**config.mk**
```make
export PLATFORM = sky130hd
export DESIGN_NAME = weight_arbiter
export DESIGN_NICKNAME = d
export VERILOG_FILES = /design/src/rtl/weight_pkg.sv /design/src/rtl/rr_pick.sv /design/src/rtl/weight_arbiter.sv
export SDC_FILE = /design/constraint.sdc
export NUM_CORES = 1
export LEC_CHECK = 0
export CORE_AREA = 2 2 57 59
export CTS_BUF_LIST = sky130_fd_sc_hd__clkbuf_4
export CTS_CLUSTER_DIAMETER = 60
export DETAILED_ROUTE_END_ITERATION = 10
export DIE_AREA = 0 0 59 61
export DONT_BUFFER_PORTS = 1
export PLACE_DENSITY_LB_ADDON = 0.05
export SLEW_MARGIN = 20
export SYNTH_ARGS = -nofsm -noshare
export SYNTH_HDL_FRONTEND = slang
export SYNTH_HIERARCHICAL = 1
export SYNTH_SLANG_ARGS = --single-unit
```
**constraint.sdc**
```tcl
create_clock -name clk_i -period 3.5 [get_ports clk_i]
set_input_delay 0.525 -clock clk_i [delete_from_list [all_inputs] [get_ports clk_i]]
set_output_delay 0.525 -clock clk_i [all_outputs]
set_load 0.01 [all_outputs]
```
**src/rtl/weight_pkg.sv**
```systemverilog
`default_nettype none
// +----------------------------------------------------------------------+
// | weight_pkg : shared widths, tensor selects and requester IDs         |
// | Rev 1.0                                                              |
// +----------------------------------------------------------------------+
package weight_pkg;

  localparam int SEL_W  = 6;
  localparam int ADDR_W = 16;
  localparam int DATA_W = 8;
  localparam int N_REQ  = 4;

  localparam logic [SEL_W-1:0] SEL_TOK_EMB    = 6'd0;
  localparam logic [SEL_W-1:0] SEL_POS_EMB    = 6'd1;
  localparam logic [SEL_W-1:0] SEL_LAYER_BASE = 6'd2;
  localparam int               SEL_PER_LAYER  = 6;
  // Offsets added to SEL_LAYER_BASE + layer*SEL_PER_LAYER
  localparam logic [SEL_W-1:0] SEL_OFS_LN1    = 6'd0;
  localparam logic [SEL_W-1:0] SEL_OFS_QKV    = 6'd1;
  localparam logic [SEL_W-1:0] SEL_OFS_ATTN_O = 6'd2;
  localparam logic [SEL_W-1:0] SEL_OFS_LN2    = 6'd3;
  localparam logic [SEL_W-1:0] SEL_OFS_MLP_UP = 6'd4;
  localparam logic [SEL_W-1:0] SEL_OFS_MLP_DN = 6'd5;

  typedef enum logic [1:0] {
    REQ_EMBED = 2'd0,
    REQ_ATTN  = 2'd1,
    REQ_MLP   = 2'd2,
    REQ_HEAD  = 2'd3
  } req_id_e;

  function automatic logic [2:0] oh_to_idx(input logic [7:0] oh);
    logic [2:0] idx;
    idx = '0;
    for (int i = 0; i < 8; i++) begin
      if (oh[i]) idx = idx | 3'(i);
    end
    return idx;
  endfunction

endpackage
`default_nettype wire

```
**src/rtl/rr_pick.sv**
```systemverilog
`default_nettype none
// +----------------------------------------------------------------------+
// | rr_pick : combinational round-robin pick (rotate/encode/unrotate)    |
// | Rev 1.0                                                              |
// +----------------------------------------------------------------------+
module rr_pick #(
  parameter int N     = 4,
  parameter int PTR_W = $clog2(N)
) (
  input  logic [N-1:0]     req,
  input  logic [PTR_W-1:0] ptr,
  output logic [N-1:0]     gnt,
  output logic             valid
);

  logic [N-1:0] w_rot;
  logic [N-1:0] w_rot_gnt;

  always_comb begin
    w_rot = '0;
    for (int i = 0; i < N; i++) begin
      int j;
      j = int'(ptr) + i;
      if (j >= N) j = j - N;
      w_rot[i] = req[PTR_W'(j)];
    end
  end

  // Isolate the lowest set bit of the rotated request vector
  assign w_rot_gnt = w_rot & (~w_rot + N'(1));

  always_comb begin
    gnt = '0;
    for (int p = 0; p < N; p++) begin
      int j;
      j = int'(ptr) + p;
      if (j >= N) j = j - N;
      gnt[PTR_W'(j)] = w_rot_gnt[p];
    end
  end

  assign valid = |req;

endmodule
`default_nettype wire

```
**src/rtl/weight_arbiter.sv**
```systemverilog
`default_nettype none
// +----------------------------------------------------------------------+
// | weight_arbiter : round-robin read-port arbiter with burst lock       |
// | Rev 1.0                                                              |
// +----------------------------------------------------------------------+
module weight_arbiter #(
  parameter int N_REQ  = weight_pkg::N_REQ,
  parameter int SEL_W  = weight_pkg::SEL_W,
  parameter int ADDR_W = weight_pkg::ADDR_W,
  parameter int DATA_W = weight_pkg::DATA_W
) (
  input  logic                      clk_i,
  input  logic                      rst_ni,
  input  logic [N_REQ-1:0]          req_i,
  input  logic [N_REQ-1:0]          lock_i,
  input  logic [N_REQ*SEL_W-1:0]    sel_i,
  input  logic [N_REQ*ADDR_W-1:0]   addr_i,
  output logic [N_REQ-1:0]          gnt_o,
  output logic [N_REQ-1:0]          rvalid_o,
  output logic [DATA_W-1:0]         rdata_o,
  output logic [SEL_W-1:0]          w_sel_o,
  output logic [ADDR_W-1:0]         w_addr_o,
  input  logic [DATA_W-1:0]         w_data_i,
  output logic                      busy_o
);
  import weight_pkg::*;

  localparam int PTR_W = $clog2(N_REQ);

  logic [PTR_W-1:0] ptr_q, ptr_d;
  logic [PTR_W-1:0] owner_q, owner_d;
  logic             locked_q, locked_d;
  logic [N_REQ-1:0] rv_q;

  logic [N_REQ-1:0] w_rr_gnt;
  logic             w_rr_valid;
  logic [N_REQ-1:0] w_own_oh;
  logic             w_any_gnt;
  logic [PTR_W-1:0] w_gnt_idx;

  rr_pick #(
    .N     (N_REQ),
    .PTR_W (PTR_W)
  ) u_pick (
    .req   (req_i),
    .ptr   (ptr_q),
    .gnt   (w_rr_gnt),
    .valid (w_rr_valid)
  );

  // A held lock masks the round-robin pick entirely, even while the owner idles
  always_comb begin
    w_own_oh          = '0;
    w_own_oh[owner_q] = 1'b1;
    gnt_o             = locked_q ? (req_i & w_own_oh) : w_rr_gnt;
    w_any_gnt         = locked_q ? req_i[owner_q] : w_rr_valid;
    w_gnt_idx         = PTR_W'(oh_to_idx(8'(gnt_o)));
  end

  always_comb begin
    w_sel_o  = '0;
    w_addr_o = '0;
    for (int k = 0; k < N_REQ; k++) begin
      if (gnt_o[k]) begin
        w_sel_o  = sel_i[k*SEL_W +: SEL_W];
        w_addr_o = addr_i[k*ADDR_W +: ADDR_W];
      end
    end
  end

  always_comb begin
    ptr_d    = ptr_q;
    locked_d = locked_q;
    owner_d  = owner_q;
    if (w_any_gnt) begin
      ptr_d = (w_gnt_idx == PTR_W'(N_REQ - 1)) ? '0 : w_gnt_idx + PTR_W'(1);
    end
    if (!locked_q) begin
      if (w_any_gnt && lock_i[w_gnt_idx]) begin
        locked_d = 1'b1;
        owner_d  = w_gnt_idx;
      end
    end else if (!lock_i[owner_q]) begin
      locked_d = 1'b0;
    end
  end

  always_ff @(posedge clk_i or negedge rst_ni) begin
    if (!rst_ni) begin
      ptr_q    <= '0;
      owner_q  <= '0;
      locked_q <= 1'b0;
      rv_q     <= '0;
    end else begin
      ptr_q    <= ptr_d;
      owner_q  <= owner_d;
      locked_q <= locked_d;
      rv_q     <= gnt_o;
    end
  end

  assign rvalid_o = rv_q;
  assign rdata_o  = w_data_i;
  assign busy_o   = locked_q;

endmodule
`default_nettype wire

```
# After elaboration in Yosys (flattened, before gate mapping)
# Index checks and enable logic that the tools add are counted.
[classes] reduce_logical=8 n_lt_le_gt_ge=15 add_sub_neg=9 n_mux=52 bitwise=5 n_eq_ne=1
[op_table] operator="2-to-1 mux 16 bit" count=4
[op_table] operator="2-to-1 mux 6 bit" count=4
[op_table] operator="2-to-1 mux 1 bit" count=21
[op_table] operator="less-than comparator 2 x 4 -> 1 bit, second input constant" count=4
[op_table] operator="binary-select mux 1 bit (select 2 bit)" count=7
[op_table] operator="2-to-1 mux 2 bit" count=7
[op_table] operator="AND 4 bit" count=3
[op_table] operator="bitwise mux 4 bit" count=3
[op_table] operator="demux 1 bit (select 2 bit)" count=5
[op_table] operator=">= comparator 2 x 1 -> 1 bit, second input constant" count=5
[op_table] operator=">= comparator 3 bit, second input constant" count=3
[op_table] operator="subtractor 2 x 1 -> 2 bit, second input constant" count=4
[op_table] operator="adder 2 x 2 -> 3 bit, second input constant" count=2
[op_table] operator="logical AND 1 bit" count=6
[op_table] operator="less-than comparator 2 x 3 -> 1 bit, second input constant" count=2
[op_table] operator="adder 4 x 1 -> 4 bit, second input constant" count=1
[op_table] operator="2-to-1 mux 4 bit" count=1
[op_table] operator="inverter 4 bit" count=1
[op_table] operator="OR reduction 4 bit" count=1
[op_table] operator="adder 2 x 1 -> 3 bit, second input constant" count=1
[op_table] operator=">= comparator 2 x 3 -> 1 bit, second input constant" count=1
[op_table] operator="adder 2 x 1 -> 2 bit, second input constant" count=1
[op_table] operator="== test 2 bit, second input constant" count=1
[op_table] operator="AND reduction 2 bit" count=1
[op_table] operator="inverter 1 bit" count=1
[totals] elab_cells=94 input_bits=106 regBits=9

# Longest topological paths before layout
# Gate-level depths: netlist of the first run.
[depth] depth_word=22 depth_mapped=13 mapped_depth_nobuf=12

# Modules after synthesis
# The synthesis of the first run kept the hierarchy.
[by_module_without_submodules] mod="weight_arbiter" area_per_inst_um2=1172.4 n_inst=1 cells_per_inst=159 seq_area_each_um2=225.2
[by_module_without_submodules] mod="rr_pick" area_per_inst_um2=435.4 n_inst=1 cells_per_inst=48 seq_area_each_um2=0.0

# Least setup slack after synthesis of the first run
# No wires, ideal clock.
[synth_timing] path_kind="reg-to-output" startpoint="register ptr_q[0]" endpoint="output port w_addr_o[10]" arrival_time_ps=3109 required_time_ps=2975 n_path_buf=1 slack_ps=-134 stages_incl_launch_ff=14 path_cell_list="dfrtp_1 > inv_1 > ha_1 > mux4_2 > nor2b_1 > a2111oi_2 > nor3_1 > nand2b_1 > and2_2 > inv_2 > a21oi_2 > buf_2 > a221oi_1 > o21ai_1"
[synth_between] elab_cells_between_ends=59 classes_between="add/sub: 8; order compare: 12; mux: 32; bitwise: 3; reduce/logical: 4"
[synth_rtl] item="start, declared" line_no="weight_arbiter.sv:30" source="logic [PTR_W-1:0] ptr_q, ptr_d;"
[synth_rtl] item="start signal, assigned" line_no="weight_arbiter.sv:95" source="ptr_q <= ptr_d;"
[synth_rtl] item="adder 2 x 1 -> 3 bit, or another cell as far along" line_no="rr_pick.sv:23, rr_pick.sv:36"
[synth_rtl] item=">= comparator 3 bit, or another cell as far along" line_no="rr_pick.sv:24, rr_pick.sv:37"
[synth_rtl] item="2-to-1 mux 2 bit / binary-select mux 1 bit (select 2 bit) (equally long branches)" line_no="rr_pick.sv:24, rr_pick.sv:37, rr_pick.sv:25"
[synth_rtl] item="binary-select mux 1 bit (select 2 bit) / 2-to-1 mux 1 bit (equally long branches)" line_no="rr_pick.sv:25" source="w_rot[i] = req[PTR_W'(j)];"
[synth_rtl] item="2-to-1 mux 1 bit (implied by the code)" line_no="rr_pick.sv:25"
[synth_rtl] item="2-to-1 mux 1 bit (implied by the code) / inverter 4 bit (equally long branches)" line_no="rr_pick.sv:25, rr_pick.sv:30"
[synth_rtl] item="inverter 4 bit / adder 4 x 1 -> 4 bit (equally long branches)" line_no="rr_pick.sv:30" source="assign w_rot_gnt = w_rot & (~w_rot + N'(1));"
[synth_rtl] item="adder 4 x 1 -> 4 bit / AND 4 bit (equally long branches)" line_no="rr_pick.sv:30"
[synth_rtl] item="AND 4 bit, on equally long branches"
[synth_rtl] item="bitwise mux 4 bit (2 in series)" line_no="rr_pick.sv:38" source="gnt[PTR_W'(j)] = w_rot_gnt[p];"
[synth_rtl] item="bitwise mux 4 bit *" line_no="rr_pick.sv:38"
[synth_rtl] item="named net w_rr_gnt[1]" line_no="weight_arbiter.sv:35" source="logic [N_REQ-1:0] w_rr_gnt;"
[synth_rtl] item="2-to-1 mux 4 bit *" line_no="weight_arbiter.sv:55" source="gnt_o = locked_q ? (req_i & w_own_oh) : w_rr_gnt;"
[synth_rtl] item="2-to-1 mux 16 bit * (3 in series)" line_no="weight_arbiter.sv:64" source="if (gnt_o[k]) begin"
[synth_rtl] item="end, declared" line_no="weight_arbiter.sv:22" source="output logic [ADDR_W-1:0] w_addr_o,"
# Mark *: on every way through the listed nets, which the timed path passes. The rest lies on a longest branch. The select of a mux whose other input is x is not followed.

# Final worst setup path of the first run
[layout_timing] startpoint="register ptr_q[0]" endpoint="output port w_sel_o[3]"
[layout_between] elab_chain_cells=17 elab_cells_between_ends=59 classes_between="add/sub: 8; order compare: 12; mux: 32; bitwise: 3; reduce/logical: 4"
[layout_lines] item="adder 2 x 1 -> 3 bit, or another cell as far along" line_no="rr_pick.sv:23, rr_pick.sv:36"
[layout_lines] item=">= comparator 3 bit, or another cell as far along" line_no="rr_pick.sv:24, rr_pick.sv:37"
[layout_lines] item="2-to-1 mux 2 bit / binary-select mux 1 bit (select 2 bit) (equally long branches)" line_no="rr_pick.sv:24, rr_pick.sv:37, rr_pick.sv:25"
[layout_lines] item="binary-select mux 1 bit (select 2 bit) / 2-to-1 mux 1 bit (equally long branches)" line_no="rr_pick.sv:25"
[layout_lines] item="2-to-1 mux 1 bit (implied by the code)" line_no="rr_pick.sv:25"
[layout_lines] item="2-to-1 mux 1 bit (implied by the code) / inverter 4 bit (equally long branches)" line_no="rr_pick.sv:25, rr_pick.sv:30"
[layout_lines] item="inverter 4 bit / adder 4 x 1 -> 4 bit (equally long branches)" line_no="rr_pick.sv:30"
[layout_lines] item="adder 4 x 1 -> 4 bit / AND 4 bit (equally long branches)" line_no="rr_pick.sv:30"
[layout_lines] item="AND 4 bit, on equally long branches"
[layout_lines] item="bitwise mux 4 bit (2 in series)" line_no="rr_pick.sv:38"
[layout_lines] item="bitwise mux 4 bit *" line_no="rr_pick.sv:38"
[layout_lines] item="named net w_rr_gnt[0]" line_no="weight_arbiter.sv:35"
[layout_lines] item="2-to-1 mux 4 bit *" line_no="weight_arbiter.sv:55"
[layout_lines] item="2-to-1 mux 6 bit * (4 in series)" line_no="weight_arbiter.sv:64"
[layout_lines] item="end, declared" line_no="weight_arbiter.sv:21" source="output logic [SEL_W-1:0] w_sel_o,"
# Marks and branches as above.

==> results.yml, run 1 <==
detailed_routing:
  vias: 1805
  first_iter_violations: 148
  wl_mm: 5.64
  wl_per_cell_um: 22.3
  drc: 0
  drtPass1Iterations: 5
  drtAntennaViolNets: 0
  via_per_inst: 7.13
yosys:
  synth.avg_cell_area_um2: 7.77
  synth_nets: 321
  yosysTopAreaCell: "dfrtp_1"
  ys_types: 45
  synth-seq-cells: 9
  synth_edf_count: 0
  synth_seq_area_share_pct: 14.0
  synth.cell_area_um2: 1610
  synth_warnings: 6
  synth_top_area_share_pct: 14.0
  ys_top_cells_by_area: "dfrtp_1 14%, a221oi_1 12%, o21ai_0 9.0%"
  synthFlopType: "dfrtp_1"
  ys_async_sr_fraction_pct: 100
  ys_top_cells_by_count: "33 x nand2_1, 29 x o21ai_0, 22 x a221oi_1, 19 x o21ai_1"
  syn-instance-count: 207
  synthMostInstantiatedCell: "nand2_1"
power_and_ir_drop:
  pwr-share-clk_pct: 3.0
  power_leakage_nw: 0.780
  p_sw_share_pct: 54.9
  p_per_area_nw_per_um2: 1590
  ir_worst_vdd_v: 0.00101
  p_comb_share_pct: 90.0
  intPower_mw: 1.40
  p_sw_mw: 1.70
  power.share.sequential_pct: 7.0
critical_path:
  critPathKind: "reg2out"
  regToRegSetupSlack_ps: 220
  cp.required_ps: 2970
  cp-start-kind: "register"
  critPathArrivalTime_ps: 3090
  ff2ff_path_depth: 11
  crit_fanout: 11
  r2r_end: "owner_q[0]"
  r2r_start: "ptr_q[0]"
  crit_path_end_kind: "output pin"
finish:
  finalInstanceArea_um2: 1950
  num_antenna_cells: 0
  final_nets: 335
  areaGrowthSynthToFinish_pct: 21.2
  drive_gt1_share_pct: 31.8
global_route:
  grt-ovfl-total: 0
  grt_max_degree: 26
  grtUsageTotal_pct: 28.3
  grt_pass1_vias: 1534
  antenna_found_initial: 0
  grt_pass1_wl_mm: 7.86
sta:
  min_period_ps: 3610
  slew_headroom_pct: 71.0
  timing.hold.ws_ps: 569
  worst_slew_pin_slew_ps: 431
  rsz0062_at_grt: "yes"
  finalHoldViolations: 0
  skew_ps: 1.84
  drv_slew: 0
  setup_slack_ps: -112
  finalSetupViolations: 21
  timing.final.crit_share_pct: 103
  max_freq_mhz: 277
  fin_setup_tns_ps: -1470
run_status:
  outcome: "finished, violations left"
  violations: "setup timing"
place:
  gp_congestion: 0.839
  placed_cell_area_um2: 1690
  io_buffers: 0
  place_hpwl_mm: 4.01
  dp_slack_ps: -10.3
clock_tree:
  path_clk_slew_ps: 70
  cts-root-buf: "clkbuf_4"
  clock_path_buffers: 2
  h-tree-depth: 1
  cts_tree: "done"
  cts_made_buffers: 3
  clkLatencyLatePin_ps: 290
  cts.sinks: 9
die:
  dieArea_um2: 3600
  fp.coreArea_um2: 2950
  fp.dieW_um: 59
  rows: 20
  io_pins: 145
  initial_core_util_pct: 54.4
  fp.dieH_um: 61
worst_hold_path:
  worstHoldPathType: "in2reg"
  min_from: "lock_i[3]"
  holdPathStages: 2
  hold_end: "busy_o"
job:
  cap_violations: 0
-- flip-flops by register name (all words and copies together), names as in the netlist --
name	count
rvalid_o	4
busy_o	1
ptr_q	2
owner_q	2
-- per-layer routing --
metal	share of wire (%)	up-vias	track usage, %
met3	10	11	2.99
met5	0	-	0
li1	-	816	-
met4	2.0	0	5.84
met1	39	842	41.7
met2	49	136	44.8
-- stage by stage --
stage          instances  power, mW  utilization, %
2_1_floorplan        207       1.96               -
3_3_place_gp         236       2.49            57.1
3_5_place_dp         236       2.52            57.1
4_1_cts              247       2.84            62.5
5_1_grt              253       3.30            66.0
6_report             253       3.09            66.0
-- cell type report --
cell class / count / area, µm²
clock buffers: 3 / 22.5
clock inverters: 1 / 5.00
fillers: 239 / 1000
inverters: 9 / 43.8
multi-input cells: 166 / 1310
flip-flops and latches: 9 / 228
well taps: 33 / 41.3
repair buffers: 32 / 300
-- power groups by stage --
stage | sequential (mW) | combinational (mW) | clock [mW]
2_1_floorplan | 0.207 | 1.76 | 0
3_3_place_gp | 0.216 | 2.28 | 0
3_5_place_dp | 0.220 | 2.30 | 0
4_1_cts | 0.216 | 2.54 | 0.0859
5_1_grt | 0.223 | 2.99 | 0.0928
6_report | 0.218 | 2.79 | 0.0914
-- worst max path at each step --
| stage | from | end | slack [ps] | cells after the start |
|---|---|---|---|---|
| after floorplan | ptr_q[0] | w_addr_o[10] | 60 | 13 |
| after global placement | ptr_q[0] | w_addr_o[15] | 140 | 13 |
| after detailed placement | ptr_q[1] | w_addr_o[15] | -10 | 13 |
| after CTS | ptr_q[0] | w_sel_o[3] | -10 | 12 |
| after global routing | ptr_q[0] | w_sel_o[5] | -210 | 12 |
| final | ptr_q[0] | w_sel_o[3] | -110 | 10 |
-- placed cells by master (no fill, tap or decap), drive strengths merged, types with 5 or more instances in the layout --
cell type,count
nand2,33
a221oi,22
dfrtp,9
o21ai,48
ha,8
nand2b,5
buf,30
inv,9
a21oi,6
mux4,6
-- critical path: stages, from the launching register on --
cell	delay [ps]
dfrtp_2	420
mux4_2	640
nor4b_4	340
buf_4	170
o22ai_1	70
a31oi_1	220
nand2_1	170
a21oi_4	250
buf_12	170
a221oi_1	70
o21ai_1	280
-- repair_timing --
item	in CTS	in global routing
buffers inserted	6	4
hold endpoints to repair	9	0
gates cloned	0	2
endpoints found under the setup margin	23	22
pin swaps	12	9
resized for setup	23	9
hold buffers	1	0
-- kinds of logic after synthesis --
kind of cell | count (synthesis) | share of synthesized area [%]
fa+ha+maj | 8 | 6.23
simple gates | 56 | 18.4
buf+inv | 32 | 11.4
xor+xnor | 1 | 0.545
compound gates | 94 | 39.4
flops | 9 | 14.0
mux | 7 | 10.0
No activity file was read; power rests on OpenSTA's default activity.
==> run 2, diff against run 1 <==
Settings changed: HOLD_SLACK_MARGIN set to 0.03.
Clock period 3.5 ns to 3.8 ns, I/O delays scaled along.
==> run 2 against run 1 <==
Effect of this change: the run now ends clean; global-route usage is 1.2 points higher; sequential power fell by 10%; sequential cell count unchanged; clock power down 12%; setup slack gained 170 ps; final cell count decreased by 2.0%; clock-buffer cell count increased by 1; die area stayed put; clock skew rose by 1.5 ps; wire length fell by 2.7%; critical path type unchanged; largest cell class unchanged; highest routed layer unchanged.
==> results.yml, run 2 (synthesis results as in run 1) <==
die:
  fp.dieH_um: 61
  io_pins: 145
  fp.dieW_um: 59
  rows: 20
  initial_core_util_pct: 54.4
  dieArea_um2: 3600
  fp.coreArea_um2: 2950
global_route:
  grt_pass1_vias: 1631
  grt_max_degree: 27
  grt-ovfl-total: 0
  grtUsageTotal_pct: 29.5
  grt_pass1_wl_mm: 8.14
  antenna_found_initial: 0
clock_tree:
  h-tree-depth: 1
  clock_path_buffers: 2
  clkLatencyLatePin_ps: 260
  cts_tree: "done"
  path_clk_slew_ps: 60
  cts_made_buffers: 3
  cts.sinks: 9
  cts-root-buf: "clkbuf_4"
finish:
  final_nets: 330
  finalInstanceArea_um2: 1800
  fin_util_pct: 60.8
  fillers: 273
  mostFrequentLayoutCells: "33 x nand2_1, 28 x o21ai_0, 24 x buf_4"
  largest_reg_flops: 4
  num_antenna_cells: 0
  final_common_cell: "nand2_1"
  drive_gt1_share_pct: 23.7
  areaGrowthSynthToFinish_pct: 11.7
power_and_ir_drop:
  p_total_mw: 2.59
  pwr-share-clk_pct: 3.1
  p_sw_share_pct: 57.0
  power.share.sequential_pct: 7.6
  intPower_mw: 1.11
  power_leakage_nw: 0.728
  ir_worst_vdd_v: 0.000766
  p_comb_share_pct: 89.3
  p_sw_mw: 1.47
  p_per_area_nw_per_um2: 1440
place:
  dp_slack_ps: 113
  place_hpwl_mm: 4.02
  gp_congestion: 0.860
  io_buffers: 0
  placed_cell_area_um2: 1620
critical_path:
  critPathArrivalTime_ps: 3170
  crit_fanout: 6
  crit_slowest_cell: "mux4_2"
  crit_path_end_kind: "output pin"
  cp_cell_sequence: "buf_4 > mux4_2 > nor3b_2 > nor3b_1 > nor3_2 > nand2b_1 > and2_4 > inv_2 > a21oi_4 > buf_4 > a221oi_1 > o21ai_1 > buf_4"
  crit_path_frequent_cell: "buf_4"
  crit_buf_inv: 4
  cp-start-kind: "register"
  cp.required_ps: 3230
  critPathKind: "reg2out"
  max_stage_delay_ps: 620
  critical-path-top-delay-family: "simple AND/OR/NAND/NOR gates"
job:
  cap_violations: 0
sta:
  finalHoldViolations: 0
  worst_slew_pin_slew_ps: 578
  fin_setup_tns_ps: 0
  max_freq_mhz: 267
  min_period_ps: 3740
  skew_ps: 3.32
  rsz0062_at_grt: "yes"
  drv_slew: 0
  finalSetupViolations: 0
  setup_slack_ps: 57.0
  timing.final.crit_share_pct: 98.5
  slew_headroom_pct: 61.1
detailed_routing:
  wl_per_cell_um: 22.1
  drtPass1Iterations: 5
  vias: 1813
  drc: 0
  first_iter_violations: 150
  wl_mm: 5.48
  via_per_inst: 7.31
  drtAntennaViolNets: 0
run_status:
  outcome: "completed"
worst_hold_path:
  worstHoldPathType: "in2reg"
run 2: worst min-delay path: stages:
cell and delay [ps]:
a32oi_2 50, nor2_1 100, o22a_1 130
run 2: per-layer routing:
metal  share of wire (%)  vias to the layer above  track usage (%)
met5                   0                        -                0
met4                 1.6                        0             7.14
met3                 7.7                       16             6.82
met2                  49                      109             46.3
met1                  42                      884             41.2
li1                    -                      804                -
run 2: what timing repair did:
item / CTS / global route
setup endpoints to repair: 22 / 22
hold buffers: 1 / 0
pin swaps: 6 / 4
endpoints found under the hold margin: 9 / 0
resized for setup: 9 / 9
gates cloned: 2 / 0
buffers inserted: 4 / 5
run 2: metrics by stage:
| stage | cells | hold WS (ps) |
|---|---|---|
| global route | 248 | 646 |
| CTS | 243 | 621 |
| global placement | 232 | 275 |
| finish | 248 | 622 |
| floorplan | 207 | 274 |
| detailed placement | 232 | 275 |
run 2: final timing paths:
kind	start	to	slack, ps	cells after the start
max in group asynchronous	rst_ni	ptr_q[1]	2830	1
min	lock_i[3]	owner_q[1]	620	3
min in group asynchronous	rst_ni	busy_o	680	1
min reg2reg	owner_q[1]	owner_q[1]	650	1
max	ptr_q[0]	w_addr_o[2]	60	13
max reg2reg	ptr_q[0]	owner_q[0]	380	12
run 2: area by class of cell:
cell class	count	area (µm²)	share of cell area, %
Clock buffer	4	30.0	1.67
Timing Repair Buffer	27	213	11.8
Inverter	9	40.0	2.23
Multi-Input combinational cell	166	1250	69.4
Sequential cell	9	225	12.5
Tap cell	33	41.3	2.30
run 2: power groups by stage:
stage	sequential [mW]	clock, mW	combinational [mW]
after floorplan	0.189	0	1.61
after global placement	0.196	0	2.00
after detailed placement	0.198	0	2.04
after CTS	0.194	0.0810	2.16
after global routing	0.203	0.0851	2.50
final	0.196	0.0804	2.31
